`config.mk`:
```
export PLATFORM = sky130hd
export DESIGN_NAME = load_align_ext
export DESIGN_NICKNAME = d
export VERILOG_FILES = /design/src/rtl/lsu_pkg.sv /design/src/rtl/ext_lane.sv /design/src/rtl/load_align_ext.sv
export SDC_FILE = /design/constraint.sdc
export NUM_CORES = 1
export LEC_CHECK = 0
export ABC_AREA = 1
export CAP_MARGIN = 20
export CELL_PAD_IN_SITES_DETAIL_PLACEMENT = 1
export CELL_PAD_IN_SITES_GLOBAL_PLACEMENT = 1
export CORE_UTILIZATION = 39
export CTS_BUF_LIST = sky130_fd_sc_hd__clkbuf_4 sky130_fd_sc_hd__clkbuf_8
export DETAILED_ROUTE_END_ITERATION = 12
export PLACE_DENSITY = 0.89
export REMOVE_ABC_BUFFERS = 1
export SETUP_SLACK_MARGIN = 0.5
export SYNTH_ARGS = -nofsm -noshare
export SYNTH_HDL_FRONTEND = slang
export SYNTH_SLANG_ARGS = --single-unit
export TNS_END_PERCENT = 5
```
`constraint.sdc`:
```
create_clock -name clk -period 2.2 [get_ports clk]
set_input_delay 0.33 -clock clk [delete_from_list [all_inputs] [get_ports clk]]
set_output_delay 0.33 -clock clk [all_outputs]
set_load 0.005 [all_outputs]
```
`src/rtl/lsu_pkg.sv`:
```
// Shared load-store-unit definitions: size codes, byte counts and the
// datapath-width legality check used by the load alignment pipeline.
package lsu_pkg;

    // Access size codes as presented on the request size field.
    localparam logic [1:0] SZ_BYTE  = 2'd0;
    localparam logic [1:0] SZ_HALF  = 2'd1;
    localparam logic [1:0] SZ_WORD  = 2'd2;
    localparam logic [1:0] SZ_DWORD = 2'd3;

    // Number of bytes moved by a given size code (only meaningful for codes 0..3).
    function automatic int unsigned size_bytes(input int unsigned sz);
        return 32'd1 << sz;
    endfunction

    // Only 32- and 64-bit datapaths are supported.
    function automatic bit xlen_legal(input int xlen);
        return (xlen == 32) || (xlen == 64);
    endfunction

    // Number of legal size codes for a datapath: byte/half/word, plus dword on 64-bit.
    function automatic int num_sizes(input int xlen);
        return (xlen == 64) ? 4 : 3;
    endfunction

endpackage

```
`src/rtl/ext_lane.sv`:
```
// One extension lane: takes the low W bits of the aligned word and widens
// them to XLEN, sign- or zero-filling the upper bits. A lane as wide as the
// datapath is a plain pass-through and ignores the sign-extend request.
module ext_lane #(
    parameter int XLEN = 32,
    parameter int W    = 8
) (
    input  logic [W-1:0]    i_field,
    input  logic            i_sext,
    output logic [XLEN-1:0] o_data
);

    generate
        if (W >= XLEN) begin : g_pass
            logic w_unused_sext;
            assign w_unused_sext = i_sext;
            assign o_data        = i_field[XLEN-1:0];
        end else begin : g_ext
            logic w_fill;
            assign w_fill = i_sext & i_field[W-1];
            assign o_data = {{(XLEN-W){w_fill}}, i_field};
        end
    endgenerate

endmodule

```
`src/rtl/load_align_ext.sv`:
```
// Load data alignment and extension, two-stage valid/ready pipeline.
// S1 captures the request already shifted down by the byte offset together
// with its size, sign flag and error status; S2 captures the size-masked,
// extended result. Both stages hold under backpressure and refill in the
// same cycle they drain.
module load_align_ext
    import lsu_pkg::*;
#(
    parameter int XLEN = 32,
    parameter int SZ_W = 2
) (
    input  logic                      clk,
    input  logic                      rst_n,
    input  logic                      in_valid,
    output logic                      in_ready,
    input  logic [XLEN-1:0]           in_data,
    input  logic [$clog2(XLEN/8)-1:0] in_offset,
    input  logic [SZ_W-1:0]           in_size,
    input  logic                      in_sext,
    output logic                      out_valid,
    input  logic                      out_ready,
    output logic [XLEN-1:0]           out_data,
    output logic                      out_err
);

    localparam int OFF_W   = $clog2(XLEN/8);
    localparam int NSZ     = num_sizes(XLEN);
    localparam bit XLEN_OK = xlen_legal(XLEN);

    // Stage 1 state
    logic              r_v1;
    logic [XLEN-1:0]   r_data1;
    logic [SZ_W-1:0]   r_size1;
    logic              r_sext1;
    logic              r_err1;

    // Stage 2 state
    logic              r_v2;
    logic [XLEN-1:0]   r_out_data;
    logic              r_out_err;

    logic              w_ready1;
    logic              w_ready2;
    logic              w_illegal;
    logic              w_misalign;
    logic [XLEN-1:0]   w_shifted;
    logic [XLEN-1:0]   w_result;
    logic [XLEN-1:0]   w_lane [NSZ];

    // A stage can take a new entry when empty or when its content leaves this cycle.
    assign w_ready2  = !r_v2 | out_ready;
    assign w_ready1  = !r_v1 | w_ready2;
    // Held low during reset; otherwise purely a function of stage state and out_ready.
    assign in_ready  = rst_n & w_ready1;

    assign w_shifted = in_data >> {in_offset, 3'b000};

    // Classify the incoming request: unknown size code or offset not size-aligned.
    always_comb begin
        w_illegal  = !XLEN_OK || (int'(in_size) >= NSZ);
        w_misalign = 1'b0;
        if (!w_illegal) begin
            w_misalign = ((int'(in_offset) & (int'(size_bytes(int'(in_size))) - 1)) != 0);
        end
    end

    // Valid bits and the output register; reset drops anything in flight.
    always_ff @(posedge clk or negedge rst_n) begin
        if (!rst_n) begin
            r_v1       <= 1'b0;
            r_v2       <= 1'b0;
            r_out_data <= '0;
            r_out_err  <= 1'b0;
        end else begin
            if (w_ready1) begin
                r_v1 <= in_valid;
            end
            if (w_ready2) begin
                r_v2 <= r_v1;
                if (r_v1) begin
                    r_out_data <= w_result;
                    r_out_err  <= r_err1;
                end
            end
        end
    end

    // Stage 1 payload: loaded on accept, held otherwise; no reset needed.
    always_ff @(posedge clk) begin
        if (w_ready1 && in_valid) begin
            r_data1 <= w_shifted;
            r_size1 <= in_size;
            r_sext1 <= in_sext;
            r_err1  <= w_illegal | w_misalign;
        end
    end

    // One extension lane per legal size: 8, 16, 32 and (on 64-bit) 64 bits.
    genvar gi;
    generate
        for (gi = 0; gi < NSZ; gi++) begin : g_lane
            localparam int W = 8 << gi;
            ext_lane #(
                .XLEN (XLEN),
                .W    (W)
            ) u_lane (
                .i_field (r_data1[W-1:0]),
                .i_sext  (r_sext1),
                .o_data  (w_lane[gi])
            );
        end
    endgenerate

    // Pick the lane matching the size; errored requests produce all-zero data.
    always_comb begin
        w_result = '0;
        for (int k = 0; k < NSZ; k++) begin
            if (int'(r_size1) == k) begin
                w_result = w_lane[k];
            end
        end
        if (r_err1) begin
            w_result = '0;
        end
    end

    assign out_valid = r_v2;
    assign out_data  = r_out_data;
    assign out_err   = r_out_err;

endmodule

```
==> results.cfg <==
[timing]
rsz0062_at_grt = no
setup_viol = 0
skew_ns = 0.009087
worst_slew_pin_slew_ns = 0.4649
finalCritPeriodShare_pct = 73.21
hold_viol_final = 0
max_freq_ghz = 0.6209
setup_tns_ns = 0
min_period_ns = 1.611
relSlewSlack_pct = 69.01
hold_ws_ns = 0.4534
slew_violations = 0

[worst_setup_path]
crit_family = buffers and inverters
critical_path_class = reg2out
rrSetupSlack_ns = 0.70
critPathLaunchType = register
critPathLaunch = out_data[30]$_DFFE_PN0P_
path_cells = clkdlybuf4s50_1
arrival_ns = 1.28
ff2ff_path_depth = 5
cp_max_fo = 2
cp_data_required_time_ns = 1.87
r2r-end = out_data[17]$_DFFE_PN0P_
max_stage_delay_ns = 0.55
slowest_stage = clkdlybuf4s50_1
worstSetupEndpointType = primary output
crit_buf_inv = 1
worst_r2r_startpoint = r_size1[1]$_DFFE_PP_

[detailed_routing]
wl_met2_mm = 4.461
ant_nets = 0
viasPerCell = 5.037
wl_met1_mm = 3.786
drc_errors = 0
drt_first_iter_violations = 103
wl_met3_um = 299
vias = 2710
maxUsedRoutingLayer = met4
wire_per_inst_um = 16.25
drt_wl_total_mm = 8.741
dr.pass1.iters = 4

[place]
io_buffers = 75
placed_area_um2 = 4126
dp_hpwl_mm = 6.014
place_congestion = 0.8333
placed_cells = 522

[global_route]
overflow = 0
grt.total_usage_pct = 22.18
grt_pass1_vias = 2875
antenna_found_initial = 0
grt_pass1_wl_mm = 14.49
grt_start_max_net_pins = 42

[floorplanning]
die_w_um = 93.25
ios = 76
fp.dieArea_um2 = 8695
fp.dieH_um = 93.25
rows = 32
initial_core_util_pct = 41.16
fp.coreArea_um2 = 7888

[logic_synthesis]
yosys_register_bits = 71
avgSynthCellArea_um2 = 9.095
netlist_area_um2 = 3247
ys_seq_area_share_pct = 60.27
ys_warn_count = 0
syn_inst = 357
ys_types = 24

[finish]
stdcell_count = 538
final_area_um2 = 4337
postLayoutCoreUtil_pct = 54.98
finalNetCount = 472
antenna_cells = 0
drive_above_1_share_pct = 8.486
areaGrowthSynthToFinish_pct = 33.56

[clock_tree]
h-tree-depth = 3
clk_latency_ns = 0.35
cts_sinks = 71
clkSlewWorstSetupHoldPaths_ns = 0.07
post_cts_buffers = 0
root_buffer = clkbuf_8
cts.path.max_buffers = 2
cts_tree = done
numCtsBuffers = 9
hold_buffers = 0

[pwr]
p_per_area_nw_per_um2 = 807.7
peakVddDrop_mv = 0.2785
p_leak_nw = 1.950

[worst_hold_path]
hold_path_class = in2async

[status]
outcome = finished clean

[flow_run]
maxCapViolations = 0
## what timing repair did
item | 4_1_cts | 5_1_grt
setup endpoints to repair | 1 | 24
endpoints found under the hold margin | 0 | 0
pin swaps | 0 | 0
resized for setup | 2 | 3
## worst max path at each step
stage                               endpoint  slack (ns)  cells after the start
floorplan               r_data1[0]$_DFFE_PP_        0.52                      3
global placement                    in_ready        0.36                      6
detailed placement                  in_ready        0.32                      6
CTS                 out_data[17]$_DFFE_PN0P_        0.52                      5
global route                        in_ready        0.52                      6
finish                          out_data[30]        0.59                      1
## logic make-up after synthesis
family	synth area share (%)
simple gates	25.93
compound gates	7.861
xor+xnor	0.2698
buf+inv	5.665
flops	60.27
## where the power goes
part / internal [mW] / switching [mW] / total, mW
registers: 1.59 / 0.101 / 1.70
logic: 0.402 / 0.382 / 0.784
clock network: 0.540 / 0.483 / 1.02
## per-stage QoR
stage	worst slack [ns]	power, mW
6_report	0.5894	3.503
5_1_grt	0.5229	3.673
4_1_cts	0.5190	3.523
3_5_place_dp	0.3171	2.498
3_3_place_gp	0.3583	2.451
2_1_floorplan	0.5186	1.993
## Yosys cell counts
cell type  count  share of area (%)
nand3_2        1               0.31
buf_2          9                1.4
xnor2_1        1               0.27
o21ai_0       13                2.0
buf_4          1               0.23
edfxtp_1      36                 33
nand2_1      103                 12
dfrtp_1       35                 27
a22oi_1       11                2.5
inv_1         21                2.4
buf_6          2               0.69
nor2_2         1               0.19
clkinv_1       1               0.12
nor3_1         2               0.31
nand3_1       33                5.1
clkbuf_1       5               0.58
a21oi_1       14                2.2
nor2_1        49                5.7
buf_1          2               0.23
nand2_2        3               0.58
o211ai_1       4               0.92
nor2_4         1               0.35
o31ai_1        1               0.23
or2_2          8                1.5
## placed cells by master, fill, tap and decap left out, drive strengths merged
master,n
dfrtp,35
bufinv,1
or2,8
a22oi,11
edfxtp,36
a21oi,14
buf,7
xnor2,1
clkinv,5
o31ai,1
nand2,106
clkbuf,11
clkdlybuf4s50,74
o211ai,4
nor2,51
dlygate4sd2,1
nor3,2
inv,21
nand3,34
o21ai,13
## registers in the layout, indices dropped and copies added (netlist names)
name / cells
r_v1: 1
r_sext1: 1
out_err: 1
out_valid: 1
r_err1: 1
r_size1: 2
r_data1: 32
out_data: 32
## layout make-up
type	instances	area [um2]
fillers	911	3551
flip-flops and latches	71	1957
multi-input cells	245	1130
repair buffers	82	852.1
clock buffers	11	138.9
well taps	102	127.6
inverters	22	82.58
clock inverters	5	48.80
## routing by layer
metal,up-vias,GRT usage (%)
met2,62,37.50
met4,0,10.26
met1,1313,27.90
li1,1319,-
met3,16,3.496
met5,-,0
Power figures use the tool's default switching activity.
